[src/rtl/alu_operand_regfile_pkg.sv]
// Shared definitions for the ALU operand register file and the ALU control
// decoder: default datapath widths, ALU control encodings and the index of
// the hardwired zero register.
package alu_operand_regfile_pkg;

    localparam int unsigned DW_DEFAULT    = 8;
    localparam int unsigned AW_DEFAULT    = 3;
    localparam int unsigned NREGS_DEFAULT = 1 << AW_DEFAULT;

    // ALUControl encodings, shared with the ALU control decoder.
    typedef enum logic [1:0] {
        ALU_ADD = 2'b00,
        ALU_SUB = 2'b01,
        ALU_SLT = 2'b10,
        ALU_SLL = 2'b11
    } alu_ctrl_e;

    // Register 0 always reads as zero and never accepts writes.
    localparam int unsigned ZERO_REG = 0;

endpackage

[src/rtl/alu_operand_regfile_wb_forward.sv]
// Read-port select for one operand: returns zero for the hardwired zero
// register, the pending write-back data when it targets the read address,
// and the stored array value otherwise.
//
// Ports:
//   raddr_i     read address
//   wb_valid_i  write-back buffer holds a pending write
//   wb_addr_i   pending write destination
//   wb_data_i   pending write data
//   arr_data_i  array contents at raddr_i
//   rdata_o     selected operand value
module wb_forward
    import alu_operand_regfile_pkg::*;
#(
    parameter int unsigned AW = AW_DEFAULT,
    parameter int unsigned DW = DW_DEFAULT
) (
    input  logic [AW-1:0] raddr_i,
    input  logic          wb_valid_i,
    input  logic [AW-1:0] wb_addr_i,
    input  logic [DW-1:0] wb_data_i,
    input  logic [DW-1:0] arr_data_i,
    output logic [DW-1:0] rdata_o
);

    logic is_zero_reg;
    logic fwd_hit;

    assign is_zero_reg = (raddr_i == AW'(ZERO_REG));
    assign fwd_hit     = wb_valid_i && (wb_addr_i == raddr_i);

    always_comb begin
        rdata_o = arr_data_i;
        if (is_zero_reg) begin
            rdata_o = '0;
        end else if (fwd_hit) begin
            rdata_o = wb_data_i;
        end
    end

endmodule

[src/rtl/alu_operand_regfile.sv]
// Operand register file for the 8-bit ALU datapath. Sources operands A and B
// combinationally, sinks the ALU result through a one-deep write-back buffer
// whose contents are forwarded to both read ports, keeps a registered Zero
// flag for branch resolution and a per-register "has been written" bitmap.
//
// Ports:
//   clock      rising-edge clock
//   reset      synchronous active-high reset
//   ra1, ra2   read addresses for operands A and B
//   rd1, rd2   operands A and B (combinational)
//   we         write request for the ALU result
//   wa, wd     write destination and data
//   alu_ctrl   ALUControl of the current operation
//   zero_in    ALU Zero output
//   zero_flag  Zero flag, loaded on subtract operations
//   written    bit i set once register i has committed a write
module alu_operand_regfile
    import alu_operand_regfile_pkg::*;
#(
    parameter int unsigned NREGS = NREGS_DEFAULT,
    parameter int unsigned AW    = AW_DEFAULT,
    parameter int unsigned DW    = DW_DEFAULT
) (
    input  logic             clock,
    input  logic             reset,
    input  logic [AW-1:0]    ra1,
    input  logic [AW-1:0]    ra2,
    output logic [DW-1:0]    rd1,
    output logic [DW-1:0]    rd2,
    input  logic             we,
    input  logic [AW-1:0]    wa,
    input  logic [DW-1:0]    wd,
    input  logic [1:0]       alu_ctrl,
    input  logic             zero_in,
    output logic             zero_flag,
    output logic [NREGS-1:0] written
);

    logic [DW-1:0]    mem_q [NREGS];
    logic             wb_valid_q, wb_valid_d;
    logic [AW-1:0]    wb_addr_q,  wb_addr_d;
    logic [DW-1:0]    wb_data_q,  wb_data_d;
    logic             zero_flag_q, zero_flag_d;
    logic [NREGS-1:0] written_q;

    // Writes aimed at the zero register are dropped before the buffer, so a
    // valid buffer entry never targets register 0.
    always_comb begin
        wb_valid_d = we && (wa != AW'(ZERO_REG));
        wb_addr_d  = wb_addr_q;
        wb_data_d  = wb_data_q;
        if (wb_valid_d) begin
            wb_addr_d = wa;
            wb_data_d = wd;
        end
    end

    always_comb begin
        zero_flag_d = zero_flag_q;
        if (alu_ctrl_e'(alu_ctrl) == ALU_SUB) begin
            zero_flag_d = zero_in;
        end
    end

    // Commit of the previous entry and capture of the new one share an edge,
    // so back-to-back writes stream at one per cycle.
    always_ff @(posedge clock) begin
        if (reset) begin
            for (int unsigned i = 0; i < NREGS; i++) begin
                mem_q[i] <= '0;
            end
            wb_valid_q  <= 1'b0;
            wb_addr_q   <= '0;
            wb_data_q   <= '0;
            zero_flag_q <= 1'b0;
            written_q   <= '0;
        end else begin
            if (wb_valid_q) begin
                mem_q[wb_addr_q]     <= wb_data_q;
                written_q[wb_addr_q] <= 1'b1;
            end
            wb_valid_q  <= wb_valid_d;
            wb_addr_q   <= wb_addr_d;
            wb_data_q   <= wb_data_d;
            zero_flag_q <= zero_flag_d;
        end
    end

    wb_forward #(
        .AW (AW),
        .DW (DW)
    ) u_fwd_a (
        .raddr_i    (ra1),
        .wb_valid_i (wb_valid_q),
        .wb_addr_i  (wb_addr_q),
        .wb_data_i  (wb_data_q),
        .arr_data_i (mem_q[ra1]),
        .rdata_o    (rd1)
    );

    wb_forward #(
        .AW (AW),
        .DW (DW)
    ) u_fwd_b (
        .raddr_i    (ra2),
        .wb_valid_i (wb_valid_q),
        .wb_addr_i  (wb_addr_q),
        .wb_data_i  (wb_data_q),
        .arr_data_i (mem_q[ra2]),
        .rdata_o    (rd2)
    );

    assign zero_flag = zero_flag_q;
    assign written   = written_q;

endmodule

[config.mk]
export PLATFORM = sky130hd
export DESIGN_NAME = alu_operand_regfile
export DESIGN_NICKNAME = d
export VERILOG_FILES = /design/src/rtl/alu_operand_regfile_pkg.sv /design/src/rtl/alu_operand_regfile_wb_forward.sv /design/src/rtl/alu_operand_regfile.sv
export SDC_FILE = /design/constraint.sdc
export NUM_CORES = 1
export LEC_CHECK = 0
export CAP_MARGIN = 20
export CORE_MARGIN = 8
export CORE_UTILIZATION = 57
export CTS_CLUSTER_DIAMETER = 200
export DETAILED_ROUTE_END_ITERATION = 8
export GPL_TIMING_DRIVEN = 0
export PLACE_DENSITY = 0.8
export SLEW_MARGIN = 20
export SYNTH_ARGS = -nofsm -noshare
export SYNTH_HDL_FRONTEND = slang
export SYNTH_SLANG_ARGS = --single-unit
[constraint.sdc]
create_clock -name clock -period 2.45 [get_ports clock]
set_input_delay 0.49 -clock clock [delete_from_list [all_inputs] [get_ports clock]]
set_output_delay 0.49 -clock clock [all_outputs]
set_load 0.005 [all_outputs]
==> impl_metrics.yaml, run 1 <==
setup_path:
  worst-path-buf-inv: 3
  cp_max_fo: 10
  start_kind: "input pin"
  critPathCaptureType: "output pin"
  critPathRequiredTime_ns: 1.96
  critPathKind: "input pin to output pin"
  crit_chain: "buf_8, buf_12, mux4_2, mux2i_2, a211oi_2, dlygate4sd2_1"
  crit_path_max_incr_delay_ns: 0.54
  cp.arrival_ns: 1.95
  cp_top_family: "multiplexers"
  critPathSlowestCell: "mux4_2"
sta:
  max_freq_mhz: 410.6
  fin_skew_ns: 0.006693
  fin_crit_ns: 2.435
  min_period_over_period_pct: 99.40
  fin_setup_tns_ns: 0
  slew_headroom_pct: 37.28
  setup_ws_ns: 0.01464
  setup_violations: 0
  hold_violations: 0
  slew_viol_final: 0
  worstMarginPinSlew_ns: 0.9329
cts:
  htreeDepth: 3
  clk_latency_ns: 0.36
  cts.sinks: 85
  clk_pin_slew_worst_paths_ns: 0.08
  clockRootBuffer: "clkbuf_8"
  cts_buffers: 9
  cts_tree: "done"
  clockBufferDepth: 2
synth:
  synthFlopType: "edfxtp_1"
  yosysSeqAreaShare_pct: 51.53
  synth_seq_cells: 85
  netlist_instances: 325
  synth.largest_area_cell: "edfxtp_1"
  synth_area_leaders: "edfxtp_1, mux4_2, dfxtp_1, and2_1, mux4_1"
  synth_edf_count: 64
  syn_area_um2: 4546
  syn_nets: 348
  async_reset_ff_share_pct: 0
  synth_top_area_share_pct: 42.28
  syn_area_per_cell_um2: 13.99
  synth_cell_types: 30
  yosys_warnings: 0
finish:
  stdcell_count: 491
  final_util_pct: 69.93
  drive_above_1_share_pct: 23.91
  design_area_um2: 5404
  multi_input_area_um2: 2067
  syn2layout_area_growth_pct: 18.88
  final_nets: 407
  num-fill-cells: 528
  n_antenna_cell: 0
  final_cell_mix: "and2_1, edfxtp_1, nor2_1"
  seq_area_um2: 2344
job:
  max_cap_viol_count: 0
power_and_ir_drop:
  leakage_nw: 2.156
  p_per_area_nw_per_um2: 582.4
  p_int_mw: 2.399
  p_seq_share_pct: 51.8
  vdd_ir_drop_max_mv: 0.4719
  p_sw_share_pct: 23.77
  p_switching_mw: 0.7482
  combPwrFrac_pct: 14.7
  p_clk_share_pct: 33.5
global_route:
  grt_pass1_vias: 3042
  grt_pass1_wl_mm: 17.06
  grt_max_degree: 14
  grt_antenna_before_repair: 0
  track_usage_pct: 20.49
  gr-total-overflow: 0
detailed_routing:
  via_per_inst: 6.136
  drt-total-wl_mm: 11.43
  first_pass_iters: 4
  drc: 0
  wl_per_cell_um: 23.27
  ant_nets: 0
  first_iter_violations: 237
  num_vias: 3013
die:
  io_pins: 48
  dieArea_um2: 11090
  core_um2: 7727
  die_w_um: 105.3
  die_h_um: 105.3
  rows: 32
  start_util_pct: 58.82
place:
  place_ws_ns: -0.2245
  dp.cells: 467
  gp_routability_congestion: 0.8242
  placed_area_um2: 5074
  hpwl_mm: 7.763
  numPortBuffers: 40
outcome:
  status: "finished, final reports clean"
worst_hold_path:
  hold_path_class: "input pin to flip-flop"
cell usage after synthesis, types with 6 or more instances:
cell type   n
and2_1     64
edfxtp_1   64
nor2_1     34
mux2i_1    25
dfxtp_1    21
mux4_2     19
a211oi_1   15
mux4_1     13
clkbuf_1   10
buf_6       9
a21o_1      8
nand2_1     6
o21ai_0     6
xnor2_1     6
worst paths after layout:
| path | from | to | slack (ns) | cells past startpoint |
|---|---|---|---|---|
| min reg2reg | written[6]$_SDFFE_PP0P_ | written[6]$_SDFFE_PP0P_ | 0.46 | 1 |
| max | ra2[1] | rd2[3] | 0.01 | 6 |
| max reg2reg | wb_valid_q$_SDFF_PP0_ | mem_q[1][6]$_SDFFCE_PN0P_ | 0.57 | 2 |
| min | reset | zero_flag$_SDFFE_PP0N_ | 0.46 | 2 |
power groups by stage:
stage / Clock (mW) / Sequential, mW / Combinational [mW]
after floorplan: 0 / 1.65 / 0.273
after global placement: 0 / 1.66 / 0.446
after detailed placement: 0 / 1.66 / 0.454
after CTS: 1.06 / 1.63 / 0.449
after global routing: 1.11 / 1.64 / 0.492
final: 1.05 / 1.63 / 0.462
layout make-up:
type / count / share of cell area (%)
Tap cell: 102 / 2.362
Buffer: 26 / 4.052
Timing Repair Buffer: 48 / 8.081
Clock inverter: 5 / 1.389
Inverter: 1 / 0.06946
Multi-Input combinational cell: 213 / 38.25
Sequential cell: 85 / 43.37
Clock buffer: 11 / 2.431
through the flow:
stage	total power, mW	hold WS, ns
after floorplan	1.923	0.4511
after global placement	2.102	0.4360
after detailed placement	2.115	0.4435
after CTS	3.134	0.4451
after global routing	3.239	0.4577
final	3.147	0.4561
repair_timing:
item / in CTS / in global routing
setup buffers: 3 / 3
resized for setup: 35 / 33
cloned: 0 / 2
pin swaps: 2 / 3
hold buffers: 0 / 0
endpoints found under the setup margin: 16 / 15
routing by layer:
metal	wire, um	global-route usage (%)	vias to the layer above	share of wire, %
met1	4503	25.21	1491	39
met3	962	5.542	20	8.4
li1	-	-	1343	-
met2	5642	33.00	159	49
met4	317	9.480	0	2.8
met5	0	0	-	0
cells by family (layout without fill, tap and decap cells):
| logic type | Yosys count | count (layout) | synth area share (%) |
|---|---|---|---|
| DFF | 85 | 85 | 51.53 |
| buffers and inverters | 27 | 91 | 4.734 |
| and+or+nand+nor | 116 | 116 | 14.86 |
| muxes | 57 | 57 | 22.43 |
| xor gates and xnor gates | 6 | 6 | 1.156 |
| AOI/OAI and AO/OA | 34 | 34 | 5.285 |
flip-flops by register name, summed over array words and instances, names as in the netlist:
name	cells
mem_q	64
wb_data_q	8
written	8
wb_addr_q	3
wb_valid_q	1
zero_flag	1
Note: power is estimated with default switching activity, not from simulation.
==> inputs of run 2 (changes only) <==
--- a/config.mk
+++ b/config.mk
@@ -6,12 +6,12 @@
 export NUM_CORES = 1
 export LEC_CHECK = 0
 export CAP_MARGIN = 20
-export CORE_MARGIN = 8
-export CORE_UTILIZATION = 57
+export CORE_MARGIN = 2
+export CORE_UTILIZATION = 51
 export CTS_CLUSTER_DIAMETER = 200
 export DETAILED_ROUTE_END_ITERATION = 8
 export GPL_TIMING_DRIVEN = 0
-export PLACE_DENSITY = 0.8
+export PLACE_DENSITY = 0.76
 export SLEW_MARGIN = 20
 export SYNTH_ARGS = -nofsm -noshare
 export SYNTH_HDL_FRONTEND = slang
==> constraint.sdc (replaced) <==
create_clock -name clock -period 2.2 [get_ports clock]
set_input_delay 0.44 -clock clock [delete_from_list [all_inputs] [get_ports clock]]
set_output_delay 0.44 -clock clock [all_outputs]
set_load 0.005 [all_outputs]
==> impl_metrics.yaml, run 2 (synthesis gave the netlist of run 1 again) <==
outcome:
  status: "finished, violations left"
  violations: "setup timing"
place:
  gp_routability_congestion: 0.8401
  hpwl_mm: 7.359
  numPortBuffers: 40
  dp.cells: 473
setup_path:
  critPathKind: "flip-flop to output pin"
  crit_path_max_incr_delay_ns: 0.39
  cp_top_family: "buffers and inverters"
  crit_chain: "xnor2_4, nand4_4, buf_6, buf_8, a211oi_4, buf_2"
  critPathRequiredTime_ns: 1.76
  critPathSlowestCell: "dfxtp_4"
  start_kind: "flip-flop"
  worst-path-buf-inv: 3
  critPathCaptureType: "output pin"
  cp_max_fo: 5
  cp.arrival_ns: 1.78
sta:
  slew_viol_final: 0
  setup_violations: 4
  worstMarginPinSlew_ns: 0.9688
  hold_violations: 0
  setup_ws_ns: -0.02154
  fin_crit_ns: 2.222
  rsz0062_at_grt: "yes"
  fin_skew_ns: 0.01147
  max_freq_mhz: 450.1
  min_period_over_period_pct: 101.0
  slew_headroom_pct: 34.98
detailed_routing:
  wl_met1_mm: 4.342
  met3_wirelength_mm: 1.061
  ant_nets: 0
  first_iter_violations: 261
  wl_per_cell_um: 22.79
  drc: 0
  first_pass_iters: 4
  num_vias: 3027
  drt-total-wl_mm: 11.37
  wl_met2_mm: 5.647
  via_per_inst: 6.066
  routed.top_layer: "met4"
cts:
  clockRootBuffer: "clkbuf_8"
  clk_latency_ns: 0.36
  clk_pin_slew_worst_paths_ns: 0.08
  htreeDepth: 3
  cts_tree: "done"
  cts_hold_buffers: 0
  clockBufferDepth: 2
  cts.sinks: 85
  cts_buffers: 9
power_and_ir_drop:
  p_per_area_nw_per_um2: 635.0
  p_sw_share_pct: 25.20
  leakage_nw: 2.109
  p_clk_share_pct: 31.9
  p_seq_share_pct: 51.8
  vdd_ir_drop_max_mv: 0.3293
  p_switching_mw: 0.8859
  combPwrFrac_pct: 16.3
  p_int_mw: 2.630
finish:
  syn2layout_area_growth_pct: 21.80
  final_cell_mix: "and2_1, edfxtp_1, mux4_2, nor2_1, clkdlybuf4s50_1"
  top_register: "mem_q"
  num-fill-cells: 680
  stdcell_count: 499
  final_util_pct: 63.80
  largest_reg_flops: 64
  drive_above_1_share_pct: 31.79
  final_nets: 408
die:
  io_pins: 48
  rows: 34
  die_w_um: 98.41
  dieArea_um2: 9685
  die_h_um: 98.41
  core_um2: 8678
  start_util_pct: 52.38
global_route:
  track_usage_pct: 24.56
  grt_antenna_before_repair: 1
  grt_pass1_wl_mm: 17.52
  gr-total-overflow: 0
  grt_pass1_vias: 3103
  grt_max_degree: 15
job:
  max_cap_viol_count: 0
worst_hold_path:
  hold_path_class: "input pin to flip-flop"
## run 2: power by group through the flow
stage / clock, mW / sequential, mW / combinational, mW
global placement: 0 / 1.84 / 0.497
CTS: 1.13 / 1.81 / 0.541
finish: 1.12 / 1.82 / 0.574
floorplan: 0 / 1.84 / 0.304
detailed placement: 0 / 1.85 / 0.504
global route: 1.19 / 1.83 / 0.609
## run 2: path summary, 6_finish.rpt
check                           cells after the start                   endpoint                      start  slack (ns)
worst max-delay path                                6                     rd2[7]  wb_addr_q[1]$_SDFFE_PP0P_       -0.02
worst min-delay path                                2  wb_addr_q[2]$_SDFFE_PP0P_                      reset        0.41
worst max register to register                      3  mem_q[0][7]$_SDFFCE_PN0P_      wb_valid_q$_SDFF_PP0_        0.28
worst min register to register                      1    written[1]$_SDFFE_PP0P_    written[1]$_SDFFE_PP0P_        0.46
## run 2: what timing repair did
item,in CTS,in global routing
cloned,1,0
pin swaps,8,10
setup endpoints to repair,16,16
buffers inserted,9,1
resized for setup,100,32
## run 2: cell type report
type                       instances  area, um^2  share of cell area (%)
timing repair buffer              51       434.2                   7.842
sequential                        85        2354                   42.51
clock buffer                      11       141.4                   2.554
multi-input combinational        213        2200                   39.73
antenna                            1       2.502                 0.04520
inverter                           1       3.754                 0.06780
buffer                            24       207.7                   3.751
tap                              108       135.1                   2.441
clock inverter                     5       58.81                   1.062
## run 2: per-layer routing
layer,vias up,track usage [%]
met5,-,0
met4,0,10.54
met3,23,4.539
met2,152,38.88
met1,1514,33.74
li1,1338,-
## run 2: through the flow
stage,TNS [ns],setup WS (ns),total power [mW],cell area (um^2),hold WS [ns]
2_1_floorplan,0,0.2696,2.142,4546,0.4511
3_3_place_gp,-15.22,-0.4255,2.341,5081,0.4384
3_5_place_dp,-5.608,-0.4571,2.353,5081,0.4428
4_1_cts,-0.2991,-0.09170,3.483,5446,0.4075
5_1_grt,-0.3972,-0.06455,3.625,5534,0.4478
6_report,-0.06156,-0.02154,3.516,5537,0.4064
